File: src/rtl/data_inf_pkg.sv
// Shared types and helpers for the data_inf stream bridges.
package data_inf_pkg;

  typedef enum logic {
    B2A_BYPASS = 1'b0,
    B2A_FIFO   = 1'b1
  } b2a_mode_e;

  // Pointer width with one extra wrap bit above the address bits.
  function automatic int unsigned ptr_w(input int unsigned depth);
    return $clog2(depth) + 1;
  endfunction

endpackage

File: src/rtl/data_inf_fwft_core.sv
// First-word-fall-through FIFO with generic valid/ready on both sides.
// Ready/valid/data are decoded from registered pointers only.
module data_inf_fwft_core
  import data_inf_pkg::*;
#(
  parameter int unsigned DSIZE = 8,
  parameter int unsigned DEPTH = 4
) (
  input  logic                       clock,
  input  logic                       rst,
  input  logic                       in_valid,
  input  logic [DSIZE-1:0]           in_data,
  output logic                       in_ready,
  output logic                       out_valid,
  output logic [DSIZE-1:0]           out_data,
  input  logic                       out_ready,
  output logic [ptr_w(DEPTH)-1:0]    count
);

  localparam int unsigned AW = $clog2(DEPTH);
  localparam int unsigned PW = ptr_w(DEPTH);

  logic [DSIZE-1:0] mem [DEPTH];
  logic [PW-1:0]    wr_ptr;
  logic [PW-1:0]    rd_ptr;
  logic             empty;
  logic             full;
  logic             push;
  logic             pop;

  assign empty = (wr_ptr == rd_ptr);
  assign full  = (wr_ptr[AW-1:0] == rd_ptr[AW-1:0]) && (wr_ptr[AW] != rd_ptr[AW]);

  assign in_ready  = !full && !rst;
  assign out_valid = !empty;
  // Stale memory is never exposed, so outputs stay defined without clearing mem.
  assign out_data  = empty ? '0 : mem[rd_ptr[AW-1:0]];

  assign push = in_valid && in_ready;
  assign pop  = out_valid && out_ready;

  always_ff @(posedge clock) begin
    if (rst) begin
      wr_ptr <= '0;
      rd_ptr <= '0;
      count  <= '0;
    end else begin
      if (push) wr_ptr <= wr_ptr + PW'(1);
      if (pop)  rd_ptr <= rd_ptr + PW'(1);
      case ({push, pop})
        2'b10:   count <= count + PW'(1);
        2'b01:   count <= count - PW'(1);
        default: count <= count;
      endcase
    end
  end

  always_ff @(posedge clock) begin
    if (push) mem[wr_ptr[AW-1:0]] <= in_data;
  end

endmodule

File: src/rtl/data_inf_b2a_fifo.sv
// Bridges a data_inf_c slaver stream onto a data_inf master stream,
// either as plain wires (MODE=0) or through an FWFT FIFO (MODE=1).
module data_inf_b2a_fifo
  import data_inf_pkg::*;
#(
  parameter int unsigned DSIZE = 8,
  parameter int unsigned DEPTH = 4,
  parameter int unsigned MODE  = 1
) (
  input  logic                       clock,
  input  logic                       rst,
  input  logic                       slaver_valid,
  input  logic [DSIZE-1:0]           slaver_data,
  output logic                       slaver_ready,
  output logic                       master_valid,
  output logic [DSIZE-1:0]           master_data,
  input  logic                       master_ready,
  output logic [ptr_w(DEPTH)-1:0]    count
);

  localparam b2a_mode_e MODE_E = (MODE != 0) ? B2A_FIFO : B2A_BYPASS;

  generate
    if (MODE_E == B2A_FIFO) begin : g_fifo
      data_inf_fwft_core #(
        .DSIZE (DSIZE),
        .DEPTH (DEPTH)
      ) u_core (
        .clock     (clock),
        .rst       (rst),
        .in_valid  (slaver_valid),
        .in_data   (slaver_data),
        .in_ready  (slaver_ready),
        .out_valid (master_valid),
        .out_data  (master_data),
        .out_ready (master_ready),
        .count     (count)
      );
    end else begin : g_bypass
      // Legacy zero-latency wire-through; clock and rst are unused here.
      assign slaver_ready = master_ready;
      assign master_valid = slaver_valid;
      assign master_data  = slaver_data;
      assign count        = '0;
    end
  endgenerate

endmodule

File: config.mk
export PLATFORM = sky130hd
export DESIGN_NAME = data_inf_b2a_fifo
export DESIGN_NICKNAME = d
export VERILOG_FILES = /design/src/rtl/data_inf_pkg.sv /design/src/rtl/data_inf_fwft_core.sv /design/src/rtl/data_inf_b2a_fifo.sv
export SDC_FILE = /design/constraint.sdc
export NUM_CORES = 1
export LEC_CHECK = 0
export CAP_MARGIN = 20
export CORE_UTILIZATION = 39
export CTS_BUF_LIST = sky130_fd_sc_hd__clkbuf_16
export DETAILED_ROUTE_END_ITERATION = 6
export HOLD_SLACK_MARGIN = 0.15
export PLACE_DENSITY_LB_ADDON = 0.3
export SKIP_CTS_REPAIR_TIMING = 1
export SYNTH_ARGS = -nofsm -noshare
export SYNTH_HDL_FRONTEND = slang
export SYNTH_HIERARCHICAL = 1
export SYNTH_SLANG_ARGS = --single-unit
File: constraint.sdc
create_clock -name clock -period 5.7 [get_ports clock]
set_input_delay 1.14 -clock clock [delete_from_list [all_inputs] [get_ports clock]]
set_output_delay 1.14 -clock clock [all_outputs]
set_load 0.03 [all_outputs]
==> summary.txt <==
Outcome
  • Status: finished, final reports clean

Critical path
  • Setup Crit Path Kind: in2out
  • Max FO, Critical Path: 15
  • Crit. End Element: output pin
  • Crit path cell chain: clkdlybuf4s50_1 > a31oi_1 > clkdlybuf4s50_1
  • Crit-path slowest cell: clkdlybuf4s50_1
  • CP peak stage delay: 0.70 ns
  • Startpoint types: input port
  • CP arrival: 2.83 ns
  • CP dominant cell by count: clkdlybuf4s50_1
  • Critical path required time: 4.56 ns

Pwr
  • Leak pwr: 0.000810 uW
  • Logic pwr share: 46.1%
  • Int Pwr: 806 uW
  • Design Power: 1320 uW
  • Pwr dens: 546 nW/um2
  • Clock share of power: 19.8%
  • Seq pwr share: 34.1%
  • VDD IR max: 0.191 mV
  • Net Switching: 517 uW
  • Sw Share: 39.1%

Place
  • Hpwl dp: 2560 um
  • PortBufs: 24
  • Gpl congestion: 0.790

Final layout
  • Ratio of cells with drive above 1 in the final layout: 12.6%
  • ANT cells: 0
  • Filler cells: 426
  • Area grow syn2layout: 22.5%
  • Final net count: 185

Floorplan
  • Die W: 73.2 um
  • Row count: 25
  • Die H: 73.2 um
  • Die area: 5360 um2
  • Initial Utilization: 41.1%
  • I/O pins: 25
  • Core area: 4820 um2

GRT
  • First-pass GRT wire length: 6070 um
  • Gr ovfl total: 0
  • GRT Total Usage: 15.9%
  • Largest net degree at the start of global routing: 16
  • Initial antenna violation count: 0
  • Number of global-route vias before repair: 1,245

Synth
  • #FFs+latches synth: 43
  • Post-Syn Nets: 158
  • Register area share after synthesis: 59.7%
  • Post-synthesis cell count: 139
  • Syn Area/Cell: 14.2 um2
  • Unique cell type count in the Yosys netlist: 36
  • Cell area after synthesis: 1980 um2
  • Ys Warns: 6

Timing
  • Unrepaired setup endpoints after global routing: false
  • Clock skew: 0.00576 ns
  • Setup-failing EPs final: 0
  • Setup tns final: 0 ns
  • Final period util: 69.7%
  • Relative slew slack: 42.3%
  • Worst-Margin Slew: 0.861 ns
  • Max Slew Vio Count: 0
  • Fmax: 252 MHz
  • Final hold vios: 0
  • Tmin final: 3.97 ns

Clock tree
  • Worst-Skew Late Latency: 0.28 ns
  • Clock sink count: 43
  • CTS Buffer Depth: 2
  • H-tree depth: 2
  • CTS clk-pin slew, worst paths: 0.05 ns
  • CTS tree: done
  • Total CTS buffers: 5
  • Root Driver: clkbuf_16

Worst hold path
  • Hold WC Path Type: reg2reg

Drt
  • Final WL: 3710 um
  • Via count: 1,207
  • Number of DRC violations after detailed-routing iteration 0: 60
  • Final ANT Viol Nets: 0
  • DRC viols: 0
  • Routed WL per cell: 15.9 um
  • Drt pass-1 iters: 6
  • Via density: 5.16

Flow run
  • Max-cap violations: 0
routing by layer:
| layer | global-route usage, % | share of wire, % |
|---|---|---|
| met5 | 0 | 0 |
| met4 | 7.84 | 1.6 |
| met3 | 4.42 | 4.1 |
| met2 | 27.7 | 51 |
| met1 | 18.0 | 44 |
final timing paths:
| kind | cells after the start | start | slack (ns) | to |
|---|---|---|---|---|
| setup / recovery | 3 | rst | 1.73 | slaver_ready |
| setup reg to reg | 9 | g_fifo.u_core/wr_ptr[0]$_SDFFE_PP0P_ | 3.01 | g_fifo.u_core/count[2]$_SDFFE_PP0P_ |
| hold reg to reg | 2 | g_fifo.u_core/count[2]$_SDFFE_PP0P_ | 0.50 | g_fifo.u_core/count[2]$_SDFFE_PP0P_ |
| hold / removal | 2 | g_fifo.u_core/count[2]$_SDFFE_PP0P_ | 0.50 | g_fifo.u_core/count[2]$_SDFFE_PP0P_ |
cells in the final DEF, fill, tap and decap left out, types with 2 or more instances in the layout:
cell and instances:
a31oi_1 2, a41oi_1 2, dfxtp_1 11, nor2_1 4, nand3_1 6, xor2_2 2
clkdlybuf4s50_1 24, clkbuf_16 5, xnor2_1 2, inv_1 10, mux4_2 8, and2_1 4
xor2_1 3, nand4_1 4, nor3b_1 3, ha_1 6, nor2b_1 10, edfxtp_1 32
o211ai_1 2, o21ai_0 6, nand2_1 3, a21oi_1 4
stage by stage:
| stage | instance area (um2) | util, % | cells | setup WS (ns) | hold slack [ns] |
|---|---|---|---|---|---|
| 2_1_floorplan | 1980 | - | 139 | 2.70 | 0.514 |
| 3_3_place_gp | 2280 | 47.4 | 226 | 1.81 | 0.473 |
| 3_5_place_dp | 2280 | 47.4 | 226 | 1.73 | 0.487 |
| 4_1_cts | 2420 | 50.3 | 234 | 1.72 | 0.495 |
| 5_1_grt | 2420 | 50.3 | 234 | 1.63 | 0.538 |
| 6_report | 2420 | 50.3 | 234 | 1.73 | 0.503 |
power groups by stage:
stage	clock network, uW	logic (uW)	registers, uW
after detailed placement	0	610	461
after floorplan	0	408	441
final	262	610	451
after global placement	0	598	456
after global routing	280	659	463
after CTS	269	613	454
worst max-delay path: cells and delay by family:
family	cells	cell delay, ns
AOI/OAI and AO/OA	1	0.30
buffers and inverters	2	1.39
Yosys cell counts (all sizes together):
| library cell | instances | area (um2) |
|---|---|---|
| edfxtp | 32 | 961 |
| dfxtp | 11 | 220 |
| nor2b | 10 | 62.6 |
| inv | 9 | 33.8 |
| mux4 | 8 | 180 |
| ha | 6 | 75.1 |
| nand3 | 6 | 30.0 |
| o21ai | 6 | 30.0 |
| xor2 | 5 | 58.8 |
| a21oi | 4 | 20.0 |
| and2 | 4 | 25.0 |
| nand4 | 4 | 25.0 |
| nor2 | 4 | 15.0 |
| nand2 | 3 | 11.3 |
| nor3b | 3 | 22.5 |
| xnor2 | 3 | 33.8 |
| a31oi | 2 | 12.5 |
| a41oi | 2 | 17.5 |
| buf | 2 | 8.75 |
| clkbuf | 2 | 8.75 |
| o211ai | 2 | 15.0 |
| a211o | 1 | 8.76 |
| a22oi | 1 | 7.51 |
| a311oi | 1 | 15.0 |
| and3 | 1 | 7.51 |
| and4bb | 1 | 12.5 |
| fa | 1 | 20.0 |
| nand4b | 1 | 8.76 |
| nor3 | 1 | 10.0 |
| or2b | 1 | 7.51 |
| or3 | 1 | 6.26 |
| or4 | 1 | 7.51 |
state kept, by name (all words and copies together), names as in the netlist, named ones only:
name                  count
g_fifo.u_core/count       3
g_fifo.u_core/wr_ptr      3
g_fifo.u_core/mem        32
g_fifo.u_core/rd_ptr      3
cell type report:
type	instances	area [um2]	area share, %
clock buffer	5	125	5.17
clock inverter	3	12.5	0.517
inverter	9	33.8	1.39
multi-input combinational	83	746	30.8
sequential	43	1180	48.8
tap	67	83.8	3.46
timing repair buffer	24	240	9.92
logic make-up after synthesis:
kind of cell             count (synthesis)  share of synthesized area (%)
buffers and inverters                   13                           2.59
AO/OA/AOI/OAI                           19                           6.39
multiplexers                             8                           9.11
adder cells (fa/ha/maj)                  7                           4.81
flip-flops                              43                           59.7
XOR/XNOR                                 8                           4.68
AND/OR/NAND/NOR                         41                           12.7
Power figures use the tool's default switching activity.
